===== src/rtl/pipe_ctrl.sv =====
// Pipeline control for the five-stage core: stall/flush generation, precise
// MEM-stage exception sequencing with redirect PC, and stall/flush event counters.
module pipe_ctrl #(
    parameter logic [31:0] EXC_VECTOR = 32'h00000020,
    parameter int          CNT_W      = 32
) (
    input  logic             clk,
    input  logic             rst,
    input  logic             stallreq_from_if,
    input  logic             stallreq_from_id,
    input  logic             stallreq_from_ex,
    input  logic             stallreq_from_mem,
    input  logic [31:0]      excepttype_i,
    input  logic [31:0]      cp0_epc_i,
    output logic [5:0]       stall,
    output logic             flush,
    output logic [31:0]      new_pc,
    output logic [CNT_W-1:0] stall_cnt,
    output logic [CNT_W-1:0] flush_cnt
);

    localparam logic [31:0] ERET_CODE = 32'h0000000e;

    typedef enum logic [1:0] {IDLE, WAIT_BUS, FLUSH} state_t;

    state_t      state, state_nxt;
    logic [31:0] exc_q, epc_q;
    logic        capture;

    always_ff @(posedge clk or posedge rst) begin
        if (rst) begin
            state <= IDLE;
            exc_q <= 32'h0;
            epc_q <= 32'h0;
        end else begin
            state <= state_nxt;
            if (capture) begin
                exc_q <= excepttype_i;
                epc_q <= cp0_epc_i;
            end
        end
    end

    always_comb begin
        state_nxt = state;
        stall     = 6'b000000;
        flush     = 1'b0;
        new_pc    = 32'h0;
        capture   = 1'b0;
        case (state)
            IDLE: begin
                if (excepttype_i != 32'h0) begin
                    // Hold everything up to MEM so WB takes a bubble, not the faulting instr
                    stall     = 6'b011111;
                    capture   = 1'b1;
                    state_nxt = stallreq_from_mem ? WAIT_BUS : FLUSH;
                end else if (stallreq_from_mem) begin
                    stall = 6'b011111;
                end else if (stallreq_from_ex) begin
                    stall = 6'b001111;
                end else if (stallreq_from_id || stallreq_from_if) begin
                    stall = 6'b000111;
                end
            end
            WAIT_BUS: begin
                // Flushing mid-transaction would corrupt the bus; wait it out
                stall = 6'b011111;
                if (!stallreq_from_mem)
                    state_nxt = FLUSH;
            end
            FLUSH: begin
                flush     = 1'b1;
                new_pc    = (exc_q == ERET_CODE) ? epc_q : EXC_VECTOR;
                state_nxt = IDLE;
            end
            default: state_nxt = IDLE;
        endcase
        if (rst) begin
            stall  = 6'b000000;
            flush  = 1'b0;
            new_pc = 32'h0;
        end
    end

    always_ff @(posedge clk or posedge rst) begin
        if (rst) begin
            stall_cnt <= '0;
            flush_cnt <= '0;
        end else begin
            if (stall[0])
                stall_cnt <= stall_cnt + CNT_W'(1);
            if (state == FLUSH)
                flush_cnt <= flush_cnt + CNT_W'(1);
        end
    end

endmodule


===== config.mk =====
export PLATFORM = sky130hd
export DESIGN_NAME = pipe_ctrl
export DESIGN_NICKNAME = d
export VERILOG_FILES = /design/src/rtl/pipe_ctrl.sv
export SDC_FILE = /design/constraint.sdc
export NUM_CORES = 1
export LEC_CHECK = 0
export CAP_MARGIN = 10
export CORE_UTILIZATION = 35
export CTS_BUF_LIST = sky130_fd_sc_hd__clkbuf_4
export CTS_CLUSTER_SIZE = 12
export DETAILED_ROUTE_END_ITERATION = 7
export GPL_TIMING_DRIVEN = 0
export PLACE_DENSITY = 0.6
export SYNTH_ARGS = -nofsm -noshare
export SYNTH_HDL_FRONTEND = slang
export SYNTH_SLANG_ARGS = --single-unit

===== constraint.sdc =====
create_clock -name clk -period 8.05 [get_ports clk]
set_clock_uncertainty 0.1 [all_clocks]
set_input_delay 2.415 -clock clk [delete_from_list [all_inputs] [get_ports clk]]
set_output_delay 2.415 -clock clk [all_outputs]
set_load 0.1 [all_outputs]

==> impl_metrics.json <==
{
  "ys.warnings.count": 0,
  "io-pin-count": 173,
  "switching_power_w": 0.000707,
  "post_cts_setup_bufs": 0,
  "largest_stage_delay_on_the_critical_path_ns": 0.98,
  "synthesis.instances": 479,
  "outcome": "completed",
  "syn_nets": 551,
  "critical_path.endpoint_type": "primary output",
  "path_max_fanout": 5,
  "grt_util_all_layers_pct": 17.6,
  "dp_hpwl_mm": 10.4,
  "synth-edff-count": 0,
  "routed_via_density": 4.81,
  "crit_top_cell": "sky130_fd_sc_hd__clkdlybuf4s50_1",
  "worstReg2RegStart": "state[0]",
  "initial_utilization_pct": 36.2,
  "worst-endpoint-arrival_ns": 5.38,
  "synth_area_um2": 5800,
  "power_density_nw_per_um2": 221,
  "synthDominantAreaCellType": "sky130_fd_sc_hd__dfrtp_1",
  "clock_tree.root_cell": "sky130_fd_sc_hd__clkbuf_4",
  "synthDistinctLibCells": 36,
  "design.core.area_um2": 16000,
  "final_max_slew_viol_count": 0,
  "worst-setup-path-type": "in -> out",
  "total_power_w": 0.00178,
  "post_synth_main_area_contributors": "sky130_fd_sc_hd__dfrtp_1 (56%), sky130_fd_sc_hd__mux2_2 (11%), sky130_fd_sc_hd__xor2_1 (4.7%)",
  "dr.first_iter.drc_count": 154,
  "gp_routability_congestion": 0.784,
  "timing.critical_path.cells": "clkdlybuf4s50_1 > nor4_1 > nand4_1 > or3_1 > o21a_1 > clkdlybuf4s50_1",
  "source_of_the_critical_timing_path": "excepttype_i[10]",
  "horizontal_extent_of_the_die_um": 131,
  "timing.fmax_ghz": 0.127,
  "routed-via-count": 4328,
  "hold_path_class": "reg -> reg",
  "die_height_um": 131,
  "ctsHoldBuffers": 0,
  "register_to_register_setup_slack_ns": 5.71,
  "grt_setup_unrepaired": "no",
  "final.hold.worst_slack_ns": 0.373,
  "cell_internal_pwr_w": 0.00107,
  "timing.hold.worst.start": "flush_cnt[31]",
  "flow.area_growth_from_synthesis_pct": 38.8,
  "numCtsBuffers": 17,
  "num-fill-cells": 1455,
  "clock_power_share_pct": 21.8,
  "cts.clk_slew.worst_paths_ns": 0.11,
  "synth_top_cell_area_share_pct": 56.1,
  "yosys.cell_count.top_type": "sky130_fd_sc_hd__dfrtp_1",
  "cts_max_level": 4,
  "grt_start_max_net_pins": 90,
  "clockBufferDepth": 2,
  "cts_tree": "done",
  "wl_mm": 14.1,
  "synth_seq_area_share_pct": 56.1,
  "worst_setup_path_start_kind": "input port",
  "ff_latch_area_um2": 3250,
  "path_delay_family": "buffers and inverters",
  "crit_path_top_delay_cell": "sky130_fd_sc_hd__clkdlybuf4s50_1",
  "grt_pass1_vias": 4395,
  "post_drt_wl_per_cell_um": 15.7,
  "vdd_ir_drop_max_mv": 0.160,
  "final_hold_viol_count": 0,
  "multi_input_gate_area_in_the_final_layout_um2": 2410,
  "layout-drive-gt1-share_pct": 16.0,
  "leakage_nw": 3.43,
  "cts_num_sinks": 130,
  "yosys_register_bits": 130,
  "cp.required_ns": 5.54,
  "cp_num_buf_inv": 2,
  "nNetsFinal": 742,
  "combinationalPowerShare_pct": 32.2,
  "global_route_wire_length_before_repair_mm": 22.7,
  "grt-ovfl-total": 0,
  "die_area_um2": 17100,
  "fin_crit_ns": 7.89,
  "headroom_to_the_max_slew_limit_pct": 32.0,
  "worst_skew_pair.late_latency_ns": 0.52,
  "worst_pin_slew_ns": 1.02,
  "fp-row-count": 46,
  "avgSynthCellArea_um2": 12.1,
  "final_min_period_over_clock_period_pct": 98.1,
  "cts_resized": 3,
  "switching_share_pct": 39.8,
  "timing.final.setup_violations": 0,
  "post_synth_most_frequent_cells": "sky130_fd_sc_hd__dfrtp_1 (130), sky130_fd_sc_hd__mux2_2 (59), sky130_fd_sc_hd__and3_1 (37)",
  "drt_drc_violations_left": 0,
  "antenna_found_initial": 1,
  "portBuffers": 171,
  "detailedRoute.firstPassIterationCount": 4,
  "final_antenna_net_count": 0,
  "postSynth.topFlopCell": "sky130_fd_sc_hd__dfrtp_1",
  "max_cap_violations": 0,
  "sequentialPowerShare_pct": 46.0,
  "postSynth.asyncResetShare_pct": 100
}
==> layout make-up <==
type | count | area share [%]
Antenna cell | 1 | 0.0311
Clock inverter | 13 | 1.18
Multi-Input combinational cell | 325 | 29.9
Timing Repair Buffer | 172 | 21.6
Sequential cell | 130 | 40.4
Clock buffer | 19 | 1.77
Tap cell | 216 | 3.36
Buffer | 19 | 1.43
Inverter | 5 | 0.295
==> routing by layer <==
metal	vias up	wire length, um	track usage (%)
li1	2069	-	-
met1	2128	6510	23.0
met2	105	6690	28.1
met3	26	556	3.54
met4	0	367	8.59
met5	-	0	0
==> path summary, 6_finish.rpt <==
path / depth (start not counted) / end
worst max-delay path: 6 / stall[4]
worst min-delay path: 1 / flush_cnt[31]
worst max register to register: 6 / stall_cnt[3]
worst min register to register: 1 / flush_cnt[31]
max in group asynchronous: 3 / epc_q[25]
min in group asynchronous: 2 / flush_cnt[20]
==> state kept, by name, summed over array words and instances, names as in the netlist <==
name	flops
stall_cnt	32
epc_q	32
flush_cnt	32
state	2
exc_q	32
==> placed cells by master (no fill, tap or decap), types with 9 or more instances in the layout <==
cell / n
sky130_fd_sc_hd__nand4_1: 17
sky130_fd_sc_hd__nor2_1: 26
sky130_fd_sc_hd__nor4_1: 25
sky130_fd_sc_hd__mux2_2: 59
sky130_fd_sc_hd__buf_4: 9
sky130_fd_sc_hd__xor2_1: 31
sky130_fd_sc_hd__dfrtp_1: 130
sky130_fd_sc_hd__nand2_1: 32
sky130_fd_sc_hd__nand3_1: 21
sky130_fd_sc_hd__xnor2_1: 30
sky130_fd_sc_hd__clkbuf_4: 19
sky130_fd_sc_hd__and3_1: 37
sky130_fd_sc_hd__nor3_1: 11
sky130_fd_sc_hd__clkdlybuf4s50_1: 168
==> metrics by stage <==
stage	util [%]	setup WS (ns)	cell area [um^2]	TNS, ns	instances
finish	50.3	0.156	8050	0	900
global route	50.3	0.0136	8050	0	900
CTS	50.3	0.159	8050	0	899
detailed placement	48.8	-0.206	7810	-0.491	867
global placement	48.6	-0.200	7780	-0.486	866
floorplan	-	0.934	5800	0	479
==> cell families (layout without fill, tap and decap cells) <==
family          count (synthesis)  count (layout)  share of synthesized area [%]
simple gates                  191             191                           18.1
flops                         130             130                           56.1
mux                            65              65                           12.6
xor+xnor                       62              62                           9.50
buf+inv                        24             228                           2.31
compound gates                  4               4                          0.842
fa+ha+maj                       2               2                          0.432
other cells                     1               2                         0.0647
==> power by group through the flow <==
stage	Clock, W	Sequential [W]	Combinational, W
after floorplan	0	0.00108	0.000154
after global placement	0	0.000826	0.000568
after detailed placement	0	0.000829	0.000576
after CTS	0.000407	0.000816	0.000576
after global routing	0.000431	0.000831	0.000601
final	0.000388	0.000816	0.000572
No activity file was read; power rests on OpenSTA's default activity.
